**config.mk**
```make
export PLATFORM = sky130hd
export DESIGN_NAME = binary_to_bcd_converter
export DESIGN_NICKNAME = d
export VERILOG_FILES = /design/src/rtl/bcd_pkg.sv /design/src/rtl/bcd_digit_adjust.sv /design/src/rtl/binary_to_bcd_converter.sv
export SDC_FILE = /design/constraint.sdc
export NUM_CORES = 1
export LEC_CHECK = 0
export CAP_MARGIN = 15
export CORE_MARGIN = 2
export CORE_UTILIZATION = 54
export CTS_CLUSTER_DIAMETER = 30
export DETAILED_ROUTE_END_ITERATION = 16
export GPL_TIMING_DRIVEN = 0
export MAX_ROUTING_LAYER = met4
export PLACE_DENSITY = 0.83
export SLEW_MARGIN = 30
export SYNTH_ARGS = -nofsm -noshare
export SYNTH_HDL_FRONTEND = slang
export SYNTH_SLANG_ARGS = --single-unit
export TNS_END_PERCENT = 5
```
**constraint.sdc**
```tcl
create_clock -name clk -period 2 [get_ports clk]
set_clock_uncertainty 0.2 [all_clocks]
set_input_delay 0.2 -clock clk [delete_from_list [all_inputs] [get_ports clk]]
set_output_delay 0.2 -clock clk [all_outputs]
set_load 0.05 [all_outputs]
```
**src/rtl/bcd_pkg.sv**
```systemverilog
//------------------------------------------------------------------------------
// bcd_pkg : shared constants, FSM encoding and limit helper for the BCD converter
// Rev 1.0
//------------------------------------------------------------------------------
`default_nettype none

package bcd_pkg;

  localparam int DIGIT_W = 4;
  localparam logic [DIGIT_W-1:0] ADJ_THRESH = 4'd5;
  localparam logic [DIGIT_W-1:0] ADJ_ADD    = 4'd3;

  typedef enum logic [1:0] {
    IDLE  = 2'd0,
    SHIFT = 2'd1,
    DONE  = 2'd2
  } state_t;

  // Largest value representable in 'digits' decimal digits (10^digits - 1).
  function automatic int unsigned bcd_limit(input int unsigned digits);
    int unsigned lim;
    lim = 1;
    for (int unsigned i = 0; i < digits; i++) begin
      lim = lim * 10;
    end
    return lim - 1;
  endfunction

endpackage

`default_nettype wire

```
**src/rtl/bcd_digit_adjust.sv**
```systemverilog
//------------------------------------------------------------------------------
// bcd_digit_adjust : combinational double-dabble digit correction (+3 when >= 5)
// Rev 1.0
//------------------------------------------------------------------------------
`default_nettype none

module bcd_digit_adjust
  import bcd_pkg::*;
(
  input  logic [DIGIT_W-1:0] digit_in,
  output logic [DIGIT_W-1:0] digit_out
);

  // Inputs are always 0..9, so the sum peaks at 12 and never carries out.
  assign digit_out = (digit_in >= ADJ_THRESH) ? digit_in + ADJ_ADD : digit_in;

endmodule

`default_nettype wire

```
**src/rtl/binary_to_bcd_converter.sv**
```systemverilog
//------------------------------------------------------------------------------
// binary_to_bcd_converter : sequential double-dabble binary to packed-BCD converter
// Rev 1.0
//------------------------------------------------------------------------------
`default_nettype none

module binary_to_bcd_converter
  import bcd_pkg::*;
#(
  parameter int BIN_WIDTH = 14,
  parameter int DIGITS    = 4
) (
  input  logic                   clk,
  input  logic                   rst_n,
  input  logic                   start,
  input  logic [BIN_WIDTH-1:0]   bin_in,
  output logic                   busy,
  output logic                   done,
  output logic [4*DIGITS-1:0]    bcd_out,
  output logic                   overflow
);

  localparam int          BCD_W   = DIGIT_W * DIGITS;
  localparam int          SR_W    = BCD_W + BIN_WIDTH;
  localparam int          CNT_W   = $clog2(BIN_WIDTH + 1);
  localparam int unsigned C_LIMIT = bcd_limit(DIGITS);

  state_t             r_state;
  state_t             w_next;
  logic [SR_W-1:0]    r_shift;
  logic [CNT_W-1:0]   r_count;
  logic [BCD_W-1:0]   w_adj_bcd;
  logic [SR_W-1:0]    w_shifted;
  logic               w_over;
  logic               w_last;

  for (genvar g = 0; g < DIGITS; g++) begin : g_digit
    bcd_digit_adjust u_adj (
      .digit_in  (r_shift[BIN_WIDTH + DIGIT_W*g +: DIGIT_W]),
      .digit_out (w_adj_bcd[DIGIT_W*g +: DIGIT_W])
    );
  end

  assign w_shifted = {w_adj_bcd, r_shift[BIN_WIDTH-1:0]} << 1;
  assign w_over    = (32'(bin_in) > C_LIMIT);
  assign w_last    = (r_count == CNT_W'(BIN_WIDTH - 1));

  assign busy = (r_state == SHIFT);
  assign done = (r_state == DONE);

  always_ff @(posedge clk or negedge rst_n) begin
    if (!rst_n) begin
      r_state <= IDLE;
    end else begin
      r_state <= w_next;
    end
  end

  always_comb begin
    w_next = r_state;
    case (r_state)
      IDLE:    if (start) w_next = w_over ? DONE : SHIFT;
      SHIFT:   if (w_last) w_next = DONE;
      DONE:    w_next = IDLE;
      default: w_next = IDLE;
    endcase
  end

  // Results (bcd_out, overflow) only move on the edge entering DONE so the
  // downstream display never sees a half-finished or stale flag combination.
  always_ff @(posedge clk or negedge rst_n) begin
    if (!rst_n) begin
      r_shift  <= '0;
      r_count  <= '0;
      bcd_out  <= '0;
      overflow <= 1'b0;
    end else begin
      case (r_state)
        IDLE: begin
          if (start) begin
            if (w_over) begin
              bcd_out  <= {DIGITS{4'h9}};
              overflow <= 1'b1;
            end else begin
              r_shift <= {{BCD_W{1'b0}}, bin_in};
              r_count <= '0;
            end
          end
        end
        SHIFT: begin
          r_shift <= w_shifted;
          r_count <= r_count + 1'b1;
          if (w_last) begin
            bcd_out  <= w_shifted[BIN_WIDTH +: BCD_W];
            overflow <= 1'b0;
          end
        end
        default: ;
      endcase
    end
  end

endmodule

`default_nettype wire

```
Word-level counts from Yosys, hierarchy flattened --
Cells that the tools add are included.
Word-level totals: flip-flop bits (word level) 53, memories kept 0, bits in latches 0, RAM bits 0, output and inout port bits 19, input port bits 17, ROM bits 0, logic and storage cells 49
Operators by class: reductions and logical operators 5, shifts and indexed selects 0, order comparisons 5, add/sub/neg operators 5, multiplexer cells 22, eq/ne operators 7, bitwise gates (word level) 0, $mul 0, divide/modulo/power cells 0
Operator list (number):
- 30-bit two-way mux | 2
- 30-bit one-hot mux with 2 select lines | 1
- 16-bit two-way mux | 3
- 16-bit one-hot mux with 2 select lines | 1
- 4-bit two-way mux | 5
- 4-bit by 3-bit >= comparator with 1-bit output (second input constant) | 4
- 14-bit > comparator (second input constant) | 1
- 4-bit by 2-bit adder with 4-bit output (second input constant) | 3
- 4-bit one-hot mux with 2 select lines | 1
- 2-bit two-way mux | 3
- 2-bit != test (second input constant) | 3
- 4-bit by 1-bit adder with 4-bit output (second input constant) | 1
- 4-bit equality test (second input constant) | 1
- 2-bit one-hot mux with 2 select lines | 1
- 4-bit AND reduction | 1
- 3-bit by 2-bit adder with 3-bit output (second input constant) | 1
- 1-bit two-way mux | 3
- 3-bit two-way mux | 1
- 3-bit AND reduction | 1
- 2-bit by 1-bit equality test with 1-bit output (second input constant) | 1
- 2-bit equality test (second input constant) | 1
- 2-bit zero test | 1
- 2-bit by 1-bit != test with 1-bit output (second input constant) | 1
- 1-bit one-hot mux with 2 select lines | 1
- 2 further kinds | 2

Depth between registers and ports, before layout --
Gate-level depths: netlist of the first run.
word-level depth 4, depth in mapped cells 7, gate-level depth less buffers 7

Modules after synthesis --
From an unflattened synthesis of the first run, not the netlist that was laid out.
Second synthesis, totals: cell total of the unflattened synthesis 280, area, all modules 2748.9 um^2
By module, submodules not included:
- binary_to_bcd_converter | instances 1, cells an instance 216, area an instance 2343.5 um^2, seq. area each 1326.3 um^2
- bcd_digit_adjust | instances 4, cells an instance 16, area an instance 101.3 um^2, seq. area each 0.0 um^2

Worst setup path after synthesis of the first run --
OpenSTA, ideal clock, no wires.
kind reg2reg, start point register r_state[1], end point register r_count[3], path slack 327 ps, cell stages (with the launch flop) 7, path buffers 3, arrival 1407 ps, cell sequence dfrtp_1 > nand2b_1 > buf_2 > inv_1 > buf_2 > buf_2 > a22o_1
Between the ends: longest elaborated chain between the ends 3, elaborated cells between the ends (all ways) 7
Ends and longest elaborated chain:
- start, declared | line binary_to_bcd_converter.sv:28 | state_t r_state;
- start signal, assigned | line binary_to_bcd_converter.sv:55 | r_state <= w_next;
- 2-bit by 1-bit equality test with 1-bit output *
- net busy | line binary_to_bcd_converter.sv:17 | output logic busy,
- 2-bit nonzero test (no line)
- 3-bit AND reduction (no line)
- end signal, assigned | line binary_to_bcd_converter.sv:92 | r_count <= r_count + 1'b1;
- end, declared | line binary_to_bcd_converter.sv:31 | logic [CNT_W-1:0] r_count;
The timed path passes the listed nets; every way through them passes the cells marked *. A chain may end at the register's enable or synchronous reset.

Worst setup path in the final report of the first run --
start point register r_state[1], end point output busy
Between the ends: longest elaborated chain between the ends 1
Ends and longest elaborated chain:
- 2-bit by 1-bit equality test with 1-bit output | line binary_to_bcd_converter.sv:48 | assign busy = (r_state == SHIFT);
- end, declared | line binary_to_bcd_converter.sv:17
No other way between the ends.

==> impl_metrics.json, run 1 <==
{
  "p_per_area_nw_per_um2": 1700,
  "critPathMaxStageDelay_ns": 0.41,
  "globalRoute.busiestLayer": "met2",
  "io_buffers": 35,
  "met2_usage_pct": 37.1,
  "crit_slowest_cell": "dfrtp_1",
  "drt_iter0_markers": 99,
  "worstPathMaxFanout": 19,
  "cts.clk_slew.worst_paths_ns": 0.09,
  "core-area_sq_um": 4660,
  "critical_path_arrival_ns": 1.54,
  "chipHeight_microns": 73.2,
  "routedWlPerCell_microns": 16.1,
  "max_cap_viol_count": 0,
  "hpwl_microns": 3830,
  "routed_wl_microns": 5550,
  "drc": 0,
  "p_leak_uw": 0.00137,
  "use_met3_pct": 3.73,
  "groute.layer.met1.usage_pct": 30.8,
  "power_uw": 5380,
  "cp-start-kind": "flip-flop",
  "grt_usage_pct": 23.8,
  "multi_input_area_sq_um": 1130,
  "netlist.area_leader.share_pct": 51.3,
  "cts_max_path_buffers": 2,
  "period_share_pct": 97.2,
  "antenna_found_initial": 0,
  "synth_largest_area_cell": "dfrtp_1",
  "dieArea_sq_um": 5360,
  "cts_made_buffers": 5,
  "slew_viol_final": 0,
  "synth_edf_count": 0,
  "required_ns": 1.60,
  "path_class": "reg -> out",
  "finalNonFillerCells": 345,
  "status": "finished clean",
  "period_minus_slack_ns": 1.94,
  "crit_path_end_kind": "primary output",
  "setup_tns_ns": 0,
  "yosysSeqAreaShare_pct": 51.3,
  "via_per_inst": 5.97,
  "yosys_warnings": 0,
  "post-place-cells": 337,
  "die_x_microns": 73.2,
  "rsz0062_at_grt": "no",
  "tightest_slew_ns": 0.576,
  "synth_cells": 247,
  "fill_cells": 363,
  "ios": 36,
  "slew-limit-headroom_pct": 61.6,
  "cts_tree": "yes",
  "initial_utilization_pct": 55.5,
  "hold_viol": 0,
  "cts_max_level": 2,
  "synth-main-ff-cell": "dfrtp_1",
  "synthTopCellsByArea": "dfrtp_1 51%, a22o_1 6.1%, ha_1 4.8%, nand2_1 4.2%, a31oi_1 4.1%",
  "worstPathCellList": "nand2b_1 -> buf_2 -> inv_1 -> buf_6 -> buf_6",
  "clk_latency_ns": 0.31,
  "drt-pass1-iter-count": 4,
  "seq_area_sq_um": 1330,
  "ys_ff_latch": 53,
  "path_common_cell": "buf_6",
  "finalSetupViolations": 0,
  "grt_pass1_wl_microns": 9530,
  "synth_area_sq_um": 2580,
  "synth.avg_cell_area_sq_um": 10.5,
  "vias": 2059,
  "synth_nets": 274,
  "ys_types": 34,
  "finalWeightedCongestion": 0.935,
  "cts-root-buf": "clkbuf_8",
  "synth_async_sr_flop_share_pct": 100,
  "rows": 25,
  "min_path_type": "in -> async",
  "grt_pass1_vias": 2023,
  "clkSinkCount": 53,
  "drtAntennaViolNets": 0,
  "post_cts_buffers": 0,
  "drive_gt1_share_pct": 10.3,
  "gr-total-overflow": 0,
  "hold_slack_ns": 0.120,
  "diodes": 0,
  "ir_worst_vdd_mv": 0.824,
  "final_core_util_pct": 67.8,
  "final_nets": 317,
  "fmax_mhz": 515,
  "grt_max_degree": 31,
  "synthToLayoutAreaGrowth_pct": 22.3
}
-- stage by stage --
step | cell area [sq um] | setup slack, ns
global placement | 3000 | -1.01
finish | 3160 | 0.0566
detailed placement | 3020 | -0.508
floorplan | 2580 | 0.327
CTS | 3140 | 0.0367
global route | 3160 | 0.00916
-- where the power goes --
part	internal (uW)	switching [uW]	total, uW
clock	408	346	754
combinational	1100	1640	2740
sequential	1530	361	1890
total	3040	2350	5380
-- worst paths after layout --
check	slack [ns]	start	to	depth (start not counted)
max	0.06	r_state[1]$_DFFE_PN0P_	busy	5
min	0.12	rst_n	bcd_out[2]$_DFFE_PN0P_	2
max reg2reg	0.10	r_count[0]$_DFFE_PN0P_	bcd_out[0]$_DFFE_PN0P_	6
min reg2reg	0.31	bcd_out[14]$_DFFE_PN0P_	bcd_out[14]$_DFFE_PN0P_	1
max in group asynchronous	1.03	rst_n	r_shift[24]$_DFFE_PN0P_	3
min in group clk	0.25	bin_in[0]	r_shift[0]$_DFFE_PN0P_	3
-- kinds of logic (layout without fill, tap and decap cells) --
| kind of cell | Yosys count | count (layout) | share of synthesized area [%] |
|---|---|---|---|
| AO/OA/AOI/OAI | 72 | 72 | 20.7 |
| AND/OR/NAND/NOR | 72 | 72 | 13.8 |
| flip-flops | 53 | 53 | 51.3 |
| buffers and inverters | 29 | 73 | 5.28 |
| adder cells (fa/ha/maj) | 10 | 10 | 4.84 |
| multiplexers | 6 | 6 | 2.32 |
| XOR/XNOR | 5 | 5 | 1.69 |
-- Yosys cell counts, drive strengths merged (3+ instances only) --
| cell type | number |
|---|---|
| dfrtp | 53 |
| nand2 | 29 |
| a22o | 18 |
| a31oi | 18 |
| inv | 17 |
| nor3 | 17 |
| a21oi | 11 |
| ha | 10 |
| o21ai | 10 |
| buf | 8 |
| a2bb2oi | 7 |
| mux2i | 6 |
| nand2b | 6 |
| nor2 | 5 |
| nor3b | 5 |
| nor4 | 5 |
| xnor2 | 5 |
| clkbuf | 4 |
| o22ai | 4 |
| nand3 | 3 |
-- area by class of cell --
type / count / area share, %
well taps: 54 / 2.14
inverters: 17 / 2.10
multi-input cells: 165 / 35.9
flip-flops and latches: 53 / 41.9
plain buffers: 11 / 2.30
clock inverters: 1 / 0.950
clock buffers: 7 / 2.73
repair buffers: 37 / 12.0
-- placed cells by master, fill, tap and decap left out, types with 6 or more instances in the layout --
cell / count
a21oi_1: 9
a22o_1: 18
a2bb2oi_1: 7
a31oi_1: 17
clkbuf_8: 6
clkdlybuf4s50_1: 32
dfrtp_1: 53
ha_1: 10
inv_1: 16
mux2i_1: 6
nand2_1: 29
nand2b_1: 6
nor3_1: 17
o21ai_0: 6
-- layer usage --
layer  share of wire, %  up-vias
met4                1.6        0
met1                 46      994
li1                   -      986
met2                 48       69
met5                  0        -
met3                5.2       10
-- timing repair --
item | in CTS | in global routing
hold endpoints to repair | 53 | 0
endpoints found under the setup margin | 2 | 21
hold buffers | 1 | 0
pin swaps | 0 | 1
resized for setup | 9 | 6
-- registers in the layout, indices dropped and copies added (netlist names) --
register,flops
bcd_out,16
r_state,2
r_count,4
overflow,1
r_shift,30
-- critical path, delay by kind of cell, from the launching register on --
family / cells / cell delay [ns]
buffers and inverters: 4 / 0.68
DFF: 1 / 0.41
and+or+nand+nor: 1 / 0.16
Power figures use the tool's default switching activity.
==> run 2, diff against run 1 <==
--- a/config.mk
+++ b/config.mk
@@ -8,6 +8,7 @@
 export CAP_MARGIN = 15
 export CORE_MARGIN = 2
 export CORE_UTILIZATION = 54
+export CTS_BUF_LIST = sky130_fd_sc_hd__clkbuf_16
 export CTS_CLUSTER_DIAMETER = 30
 export DETAILED_ROUTE_END_ITERATION = 16
 export GPL_TIMING_DRIVEN = 0
==> run 2 against run 1 <==
Routed wire length grew 1.3%. Register-to-register slack barely moved. Sequential power barely moved. Total power rose by 3.6%.
==> impl_metrics.json, run 2 (synthesis results as in run 1) <==
{
  "cp_top_family": "buffers and inverters",
  "cts.clk_slew.worst_paths_ns": 0.07,
  "gr-total-overflow": 0,
  "dieArea_sq_um": 5360,
  "hpwl_microns": 3830,
  "required_ns": 1.60,
  "rows": 25,
  "post_cts_buffers": 0,
  "final_nets": 317,
  "biggestRegsByFlops": "r_shift x30, bcd_out x16, r_count x4",
  "period_share_pct": 98.2,
  "p_leak_uw": 0.00140,
  "pwr-share-seq_pct": 33.8,
  "crit_slowest_cell": "dfrtp_1",
  "core-area_sq_um": 4660,
  "vias": 2054,
  "ios": 36,
  "drive_gt1_share_pct": 9.97,
  "worstReg2RegStart": "r_count[0]$_DFFE_PN0P_",
  "tightest_slew_ns": 0.585,
  "diodes": 0,
  "multi_input_area_sq_um": 1130,
  "p_sw_share_pct": 42.5,
  "final_common_cell": "dfrtp_1",
  "drt-pass1-iter-count": 4,
  "worstPathCellList": "nand2b_1 -> buf_2 -> inv_1 -> buf_6 -> buf_4",
  "regMostFlops": "r_shift",
  "grt_pass1_vias": 2060,
  "io_buffers": 35,
  "comb_power_share_pct": 49.2,
  "cts_tree": "yes",
  "fmax_mhz": 509,
  "slew_viol_final": 0,
  "crit_buf_inv": 4,
  "finalSetupViolations": 0,
  "via_per_inst": 5.95,
  "drc": 0,
  "rsz0062_at_grt": "yes",
  "final_cell_mix": "53 x dfrtp_1, 32 x clkdlybuf4s50_1, 29 x nand2_1, 18 x a22o_1",
  "rr_worst_depth": 6,
  "drt_iter0_markers": 158,
  "routedWlPerCell_microns": 16.3,
  "initial_utilization_pct": 55.5,
  "final_core_util_pct": 68.7,
  "clkSinkCount": 53,
  "largest_reg_flops": 30,
  "hold_slack_ns": 0.146,
  "crit_path_end_kind": "primary output",
  "critPathMaxStageDelay_ns": 0.39,
  "critical_path_arrival_ns": 1.56,
  "worstPathMaxFanout": 19,
  "p_clk_share_pct": 17.0,
  "grt_usage_pct": 24.1,
  "r2r_end": "bcd_out[0]$_DFFE_PN0P_",
  "die_x_microns": 73.2,
  "status": "finished clean",
  "grt_max_degree": 31,
  "use_met3_pct": 4.97,
  "cts-root-buf": "clkbuf_16",
  "p_switching_uw": 2370,
  "min_path_type": "in -> async",
  "max_cap_viol_count": 0,
  "cts_made_buffers": 5,
  "p_per_area_nw_per_um2": 1740,
  "finalWeightedCongestion": 0.935,
  "groute.layer.met1.usage_pct": 31.0,
  "ir_worst_vdd_mv": 0.780,
  "seq_area_sq_um": 1330,
  "chipHeight_microns": 73.2,
  "p_int_uw": 3210,
  "setup_tns_ns": 0,
  "cp-start-kind": "flip-flop",
  "cts_max_path_buffers": 2,
  "r2r_slack_ns": 0.09,
  "slew-limit-headroom_pct": 61.0,
  "antenna_found_initial": 0,
  "cts_max_level": 2,
  "fill_cells": 352,
  "synthToLayoutAreaGrowth_pct": 23.9,
  "drtAntennaViolNets": 0,
  "globalRoute.busiestLayer": "met2",
  "clk_latency_ns": 0.29,
  "met2_usage_pct": 36.9,
  "grt_pass1_wl_microns": 9650,
  "path_class": "reg -> out",
  "hold_viol": 0,
  "routed_wl_microns": 5620,
  "period_minus_slack_ns": 1.96
}
run 2: power by group through the flow:
stage / combinational, uW / sequential, uW / clock [uW]
after floorplan: 1630 / 2190 / 0
after global placement: 2610 / 1860 / 0
after detailed placement: 2700 / 1880 / 0
after CTS: 2710 / 1870 / 954
after global routing: 3010 / 1940 / 996
final: 2750 / 1890 / 948
run 2: worst max path at each step:
stage	from	endpoint	slack [ns]	cells after the start
2_1_floorplan	r_state[1]$_DFFE_PN0P_	r_count[3]$_DFFE_PN0P_	0.33	6
3_3_place_gp	rst_n	r_shift[1]$_DFFE_PN0P_	-1.01	1
3_5_place_dp	r_state[1]$_DFFE_PN0P_	busy	-0.51	6
4_1_cts	r_state[1]$_DFFE_PN0P_	busy	0.01	5
5_1_grt	bin_in[7]	bcd_out[0]$_DFFE_PN0P_	-0.01	6
6_report	r_state[1]$_DFFE_PN0P_	busy	0.04	5
run 2: metal layers:
layer	vias up	wire length [microns]
met2	73	2650
met4	0	114
li1	982	-
met5	-	0
met1	984	2590
met3	15	260
run 2: cell type report:
cell class / count / share of cell area [%]
Tap cell: 54 / 2.11
Multi-Input combinational cell: 165 / 35.4
Clock buffer: 5 / 3.91
Clock inverter: 3 / 1.17
Inverter: 17 / 2.07
Buffer: 11 / 2.27
Sequential cell: 53 / 41.4
Timing Repair Buffer: 37 / 11.7
run 2: what timing repair did:
action                                  in CTS  in global routing
pin swaps                                    0                  1
endpoints found under the hold margin       53                  0
resized for setup                            8                  6
endpoints found under the setup margin       2                 19
hold buffers                                 1                  0
run 2: through the flow:
| step | cell area, sq um | std cells | setup WS [ns] | total power [uW] |
|---|---|---|---|---|
| after CTS | 3190 | 345 | 0.0135 | 5540 |
| after global placement | 3000 | 336 | -1.01 | 4470 |
| final | 3200 | 345 | 0.0357 | 5580 |
| after floorplan | 2580 | 247 | 0.327 | 3830 |
| after global routing | 3200 | 345 | -0.00971 | 5940 |
| after detailed placement | 3020 | 337 | -0.508 | 4580 |
